<file path="src/rtl/clk_div.sv">
// Programmable SPI serial-clock generator: spi_clk = m_clk / (2*DIV), registered,
// parked at CPOL while in reset or disabled.
module clk_div #(
  parameter int   DIV  = 4,
  parameter logic CPOL = 1'b0,
  localparam int  CW   = $clog2(DIV) + 1
) (
  output logic spi_clk,
  input  logic m_clk,
  input  logic spi_clk_en,
  input  logic nrst
);

  if (DIV < 1) begin : g_div_check
    $error("clk_div: DIV must be >= 1");
  end

  logic [CW-1:0] cnt_q, cnt_d;
  logic          spi_clk_q, spi_clk_d;

  always_comb begin
    cnt_d     = '0;
    spi_clk_d = CPOL;
    if (spi_clk_en) begin
      if (cnt_q == CW'(DIV - 1)) begin
        cnt_d     = '0;
        spi_clk_d = ~spi_clk_q;
      end else begin
        cnt_d     = cnt_q + CW'(1);
        spi_clk_d = spi_clk_q;
      end
    end
  end

  always_ff @(posedge m_clk) begin
    if (nrst) begin
      cnt_q     <= '0;
      spi_clk_q <= CPOL;
    end else begin
      cnt_q     <= cnt_d;
      spi_clk_q <= spi_clk_d;
    end
  end

  assign spi_clk = spi_clk_q;

endmodule

</file>
<file path="config.mk">
export PLATFORM = sky130hd
export DESIGN_NAME = clk_div
export DESIGN_NICKNAME = d
export VERILOG_FILES = /design/src/rtl/clk_div.sv
export SDC_FILE = /design/constraint.sdc
export NUM_CORES = 1
export LEC_CHECK = 0
export ABC_AREA = 1
export BUFFER_PORTS_ARGS = -buffer_cell sky130_fd_sc_hd__buf_2
export CAP_MARGIN = 25
export CORE_AREA = 2 2 39 41
export CTS_CLUSTER_DIAMETER = 120
export CTS_CLUSTER_SIZE = 25
export DETAILED_ROUTE_END_ITERATION = 16
export DIE_AREA = 0 0 41 43
export PLACE_DENSITY_LB_ADDON = 0.12
export RECOVER_POWER = 100
export REMOVE_ABC_BUFFERS = 1
export SYNTH_ARGS = -nofsm -noshare
export SYNTH_HDL_FRONTEND = slang
export SYNTH_SLANG_ARGS = --single-unit
</file>
<file path="constraint.sdc">
create_clock -name m_clk -period 2.99 [get_ports m_clk]
set_clock_uncertainty 0.2 [all_clocks]
set_input_delay 0.598 -clock m_clk [delete_from_list [all_inputs] [get_ports m_clk]]
set_output_delay 0.598 -clock m_clk [all_outputs]
set_load 0.03 [all_outputs]
</file>
==> results summary, run 1 <==
The die footprint came out at 0.00176 mm^2. STA classifies the critical path startpoint as a flip-flop. The share of post-route cells with drive strength above 1 came out at 23.1%. The clock network fraction of total power is 51.5%. The endpoint identified for the worst register-to-register timing path is cnt_q[2]. The net switching fraction of the power came out at 18.8%. The worst register-to-register path has a setup slack of 1.74 ns. Synthesis handed over a netlist of 20 instances. The setup TNS is 0 ns. The detailed router's first-iteration violation count is 0.

The register share of total power is 44.2%. Grouping stages by cell kind, the critical path spends the most delay in flip-flops. The start-to-end type of the worst setup path is reg -> out. The startpoint identified for the worst hold timing path is cnt_q[0]. Once detailed placement completed, the half-perimeter wirelength came to 201 um. The endpoint required time on the critical path is 2.19 ns. The run finished with clean final reports. The actual slew at the worst max-slew pin is 0.364 ns. In the layout the commonest cells are 5 x inv_1, 4 x nand2_1, 4 x dfxtp_1, 3 x nor2_1, 3 x clkbuf_4.

Input and output buffers added on the ports amount to 3. The total DRC errors in the routed layout came out at 0. The number of warnings reported in the yosys synthesis log came out at 0. Entering global routing, the biggest net connects 4 pins. The mean number of vias per cell is 3.07.

The number of rows in the core area came out at 14. The global route total overflow is 0. The TritonCTS buffer count came out at 3. Sequential elements use 48.1% of the synthesized area. In the finished design, the share of the clock period the worst path needs comes to 56.1%.

Once placement finished, the instance area stood at 201 um^2. TritonCTS built the clock tree. The first-pass GRT wire length came out at 393 um. In this run the power density over the cells is 578 mW/mm^2.

Synthesis inferred 4 register bits. The signal on the critical path passes through clkbuf_1. The endpoint of the worst hold-timing path is cnt_q[0]. The congestion estimate from routability-driven global placement came to 0.532.

The count of boundary I/O pins is 4. In this run the worst hold path is classified as reg -> reg. The net total in the final layout is 33. Across the whole layout, storage elements account for 80.1 um^2. The routed via count came out at 129. In this run the post-CTS setup repair buffer count came out at 0. The clock sink count came out at 4. With fillers left out, the area of the finished cells amounts to 218 um^2. The tree is rooted in a clkbuf_4.

The logic gate share of total power came out at 4.3%. The count of antenna diodes in the layout came out at 0. In this run, post-CTS hold repair placed 0 buffers. The mean instance size in the synthesized netlist is 8.32 um^2. For this design, the slowest cell found on the critical path is dfxtp_1. The worst slack at placement came out at 1.66 ns.

IR analysis of the VDD net gives a maximum drop of 217 uV. The via count of the first global-routing pass is 104. Along the worst path, the maximum fanout reaches 3. The number of cells after detailed placement is 39. The leakage power came out at 0.0997 nW. On the worst path, the slowest cell contributes a delay of 0.33 ns. Setup repair after global routing left no endpoint under its margin.

The overall global routing resource usage is 4.32%. The smallest setup slack after layout came out at 1.31 ns. The clock insertion delay at the later pin of the skew report is 0.23 ns.

The area growth from synthesis to layout is 30.8%. The origin of the critical flop-to-flop path is cnt_q[0]. Counting instances, the worst hold path has a depth of 1.

The number of H-tree levels came out at 1. Setup violations remaining at the end of the flow were counted as 0. The library cell used most frequently in the layout, excluding fill and tap cells, is inv_1. The number of filler instances in the final layout is 158. The CTS clock-pin slew for the worst setup and hold paths came out at 0.04 ns. The max-slew violation count came out at 0. The final standard cell count with taps included and fillers excluded is 42. In the final routed layout, each cell accounts on average for 5.90 um. The number of distinct library cells after synthesis came out at 8. The highest clock frequency the design can meet is 0.596 GHz. The overall die width came out at 41 um. The routed wire length is 248 um. The final critical-path required period came out at 1.68 ns. In this run the tightest slew margin relative to its limit is 75.9%.

In this run, post-CTS repair resized a total of 0 instances. The core box area came out at 0.00138 mm^2. The area occupied by multi-input gates came out at 62.6 um^2. Once detail routing completed, the nets flagged for antenna violations numbered 0. The number of search-and-repair iterations in the first detailed-routing pass is 1. STA classifies the critical path endpoint as an output port. Internal power comes to 0.102 mW. The number of violations of the max-capacitance limit is 0. The critical path buffer and inverter count came out at 1. The initial antenna violation count came out at 0. The maximum clock insertion buffer count is 2. The worst register-to-register path has a depth of 5. From bottom edge to top edge, the die measures 43 um. The critical path arrival is 0.88 ns. The post-synthesis cell area came out at 166 um^2. The switching power summed over all nets came out at 0.0236 mW. The number of hold-slack violations in the final timing report is 0. For this configuration, the core starts out at a cell density of 12.0%.
final cells by class:
type | instances | share of cell area (%)
tap | 16 | 9.20
inverter | 5 | 8.62
sequential | 4 | 36.8
multi-input combinational | 11 | 28.7
timing repair buffer | 3 | 6.32
clock buffer | 3 | 10.3
synthesized netlist by cell type (all sizes together):
cell type	number	area share, %
nor2	4	11
dfxtp	4	48
inv	5	11
nand3	1	6.0
nand2	4	9.0
ha	2	15
worst max path at each step:
| stage | from | to | slack, ns | cells past startpoint |
|---|---|---|---|---|
| after floorplan | spi_clk | spi_clk | 1.70 | 0 |
| after global placement | spi_clk | spi_clk | 1.68 | 1 |
| after detailed placement | spi_clk | spi_clk | 1.66 | 1 |
| after CTS | spi_clk | spi_clk | 1.41 | 1 |
| after global routing | spi_clk | spi_clk | 1.26 | 1 |
| final | spi_clk | spi_clk | 1.31 | 1 |
per-layer routing:
| layer | part of all wire (%) | vias to the layer above | track usage, % |
|---|---|---|---|
| li1 | - | 70 | - |
| met3 | 11 | 2 | 7.85 |
| met1 | 46 | 53 | 3.55 |
| met5 | 0 | - | 0 |
| met4 | 2.4 | 0 | 4.00 |
| met2 | 40 | 4 | 3.44 |
metrics by stage:
stage | util, % | power [mW] | hold WS, ns
4_1_cts | 16.2 | 0.131 | 0.220
5_1_grt | 15.7 | 0.135 | 0.245
3_3_place_gp | 14.6 | 0.0623 | 0.206
2_1_floorplan | - | 0.0602 | 0.197
6_report | 15.7 | 0.126 | 0.219
3_5_place_dp | 14.6 | 0.0625 | 0.215
worst reg2reg max path: cells and delay by family (launching register included):
kind | cells | cell delay [ns]
DFF | 1 | 0.30
buffers and inverters | 1 | 0.08
adders and majority gates | 2 | 0.38
and+or+nand+nor | 2 | 0.22
power groups by stage:
stage	registers [mW]	clock network, mW	logic, mW
after floorplan	0.0565	0	0.00370
after CTS	0.0557	0.0694	0.00603
after detailed placement	0.0565	0	0.00602
final	0.0557	0.0648	0.00542
after global routing	0.0558	0.0725	0.00639
after global placement	0.0564	0	0.00590
state kept, by name, indices dropped and copies added (netlist names):
register	count
cnt_q	3
spi_clk	1
logic make-up after synthesis:
family	Yosys count	synth area share [%]
fa+ha+maj	2	15.0
flops	4	48.1
buf+inv	5	11.3
simple gates	9	25.6
Note: power is estimated with default switching activity, not from simulation.
==> inputs of run 2 (changes only) <==
==> constraint.sdc (replaced) <==
create_clock -name m_clk -period 1.38 [get_ports m_clk]
set_clock_uncertainty 0.2 [all_clocks]
set_input_delay 0.276 -clock m_clk [delete_from_list [all_inputs] [get_ports m_clk]]
set_output_delay 0.276 -clock m_clk [all_outputs]
set_load 0.03 [all_outputs]
==> run 2 against run 1 <==
Against the previous run: cell count did not move; sequential power is 120% higher; first-iteration DRC count grew 4; critical path depth unchanged; critical endpoint unchanged; largest cell class unchanged.
==> results summary, run 2 (synthesis gave the netlist of run 1 again) <==
The highest clock frequency the design can meet is 0.797 GHz. The remaining number of nets flagged by the antenna check after routing came out at 0 (unchanged). The leakage power came out at 0.103 nW (was 0.0997 nW).

Most used cells in the layout excluding fill and tap cells: 4 x inv_1, 4 x nand2_1, 4 x dfxtp_1, 3 x nor2_1, 3 x clkbuf_4 (was 5 x inv_1, 4 x nand2_1, 4 x dfxtp_1, 3 x nor2_1, 3 x clkbuf_4). The routed length on met1 came out at 115 um (was 114 um). The total setup buffers inserted after CTS came out at 0 (unchanged).

The count of boundary I/O pins came out at 4 (unchanged). The routed via count is 124 (was 129). The net total in the final layout came to 33 (unchanged). The type of the worst min-delay path is in -> reg (was reg -> reg). The maximum cell stage delay along the critical path came out at 0.34 ns (was 0.33 ns).

The routed length on met2 was 112 um (was 99 um). The core box area is 0.00138 mm^2 (unchanged). The post-cts gate resize count is 0 (unchanged). The total DRC errors in the routed layout was 0 (unchanged). The global route total overflow came out at 0 (unchanged). The wire length on met3 came out at 27 um (was 28 um). The flip-flop count of the largest register after layout came out at 3 (unchanged). The routed wire length came out at 255 um (was 248 um). The height of the chip came to 43 um (unchanged). The endpoint required time on the critical path came to 0.90 ns (was 2.19 ns). The relative slew slack is 88.8% (was 75.9%). The share of post-route cells with drive strength above 1 is 26.9% (was 23.1%). The die footprint was 0.00176 mm^2 (unchanged). The worst-path cell with the longest stage delay was dfxtp_1 (unchanged). The actual slew at the worst max-slew pin was 0.169 ns (was 0.364 ns). The area of all placed cells without fillers came out at 219 um^2 (was 218 um^2). RSZ-0062 raised after global routing: false (unchanged). The uppermost layer routed is met3 (was met4).

The hold buffer count at cts is 0 (unchanged). Dividing the final minimum period by the clock period gives 91.0%. The largest net degree at the start of global routing came out at 4 (unchanged).

Result of the run: complete, no violations (unchanged). The initial standard-cell utilization of the core came out at 12.0% (unchanged). The clock insertion delay at the later pin of the skew report came out at 0.23 ns (about the same). The max-slew violation count came out at 0 (unchanged). The number of violations of the max-capacitance limit is 0 (unchanged). The final critical-path required period is 1.26 ns. The type of element launching the critical path was a flip-flop (unchanged). The CTS root buffer is clkbuf_4 (unchanged). The maximum clock insertion buffer count is 2 (unchanged). The overall global routing resource usage came out at 4.41% (was 4.32%).

The post-placement cell area came to 201 um^2 (unchanged). The detailed router's first-iteration violation count was 4 (was 0). The number of cells after detailed placement came out at 39 (unchanged). The number of H-tree levels is 1 (unchanged). The critical path arrival came out at 0.78 ns (was 0.88 ns). The CTS clock-pin slew for the worst setup and hold paths was 0.04 ns (about the same). The number of rows in the core area came out at 14 (unchanged). The critical path buffer and inverter count came out at 1 (unchanged).

The setup TNS is 0 ns (unchanged). The maximum resistive drop on vdd is 341 uV (was 217 uV). The overall die width came out at 41 um (unchanged). Crit path cell chain: clkbuf_2 (was clkbuf_1). The clock sink count came out at 4 (unchanged). The setup violation total in the final timing report is 0 (unchanged).

The mean number of vias per cell was 2.95 (was 3.07). The TritonCTS buffer count came out at 3 (unchanged). The number of buffers inserted by port buffering is 3 (unchanged).

The count of antenna diodes in the layout came out at 0 (unchanged). The clock tree from TritonCTS was done (unchanged). The weighted congestion at the end of routability-driven global placement is 0.528 (was 0.532).

The final standard cell count with taps included and fillers excluded came out at 42 (unchanged). The first-pass GRT wire length came to 400 um (was 393 um). The total power per unit cell area is 1260 mW/mm^2 (was 578 mW/mm^2).

The wire length per cell after detailed routing is 6.07 um (was 5.90 um). The number of hold-slack violations in the final timing report came to 0 (unchanged). The area growth from synthesis to layout was 31.6% (was 30.8%). The worst hold slack after final layout came out at 0.0969 ns (was 0.219 ns). The number of search-and-repair iterations in the first detailed-routing pass came to 4 (was 1). The register with the most flip-flops is cnt_q (unchanged). The largest delay contributor family on the critical path is flip-flops (unchanged).

The initial antenna violation count is 0 (unchanged). The half-perimeter wire length of the detailed placement result is 206 um (was 201 um). The start-to-end type of the worst setup path is reg -> out (unchanged). The maximum fanout along the worst path came out at 3 (unchanged). The via count of the first global-routing pass came to 106 (was 104). The endpoint kind of the worst setup timing path is an output port (unchanged).
## run 2: cell types whose count changed in the layout (fill, tap and decap cells not counted), sizes merged
cell | previous run | this run
clkinv | 0 | 1
inv | 5 | 4
## run 2: cell type report
type / count / area, um^2
Fill cell: 150 / 1160
Clock buffer: 3 / 22.5
Tap cell: 16 / 20.0
Sequential cell: 4 / 80.1
Inverter: 5 / 18.8
Timing Repair Buffer: 3 / 15.0
Multi-Input combinational cell: 11 / 62.6
## run 2: final timing paths
path | startpoint | to | slack [ns] | cells past startpoint
setup / recovery | spi_clk | spi_clk | 0.12 | 1
hold / removal | spi_clk_en | spi_clk | 0.1 | 3
setup reg to reg | cnt_q[0] | cnt_q[0] | 0.16 | 5
hold reg to reg | cnt_q[0] | cnt_q[0] | 0.22 | 1
## run 2: metal layers
metal / up-vias / global-route usage (%)
met5: - / 0
met4: 0 / 8.00
met3: 0 / 4.71
met2: 4 / 3.44
met1: 49 / 3.85
li1: 71 / -
## run 2: power by group
part	total [mW]	internal [mW]	switching, mW	leakage (nW)
sequential	0.121	0.119	0.00124	0.0325
combinational	0.0120	0.00544	0.00656	0.0568
clock	0.143	0.0971	0.0456	0.0138
## run 2: per-stage QoR
stage | power (mW) | utilization, % | setup slack, ns
CTS | 0.288 | 16.2 | 0.119
global route | 0.297 | 15.8 | 0.0742
detailed placement | 0.136 | 14.6 | 0.162
global placement | 0.135 | 14.6 | 0.176
finish | 0.275 | 15.8 | 0.125
floorplan | 0.130 | - | 0.213
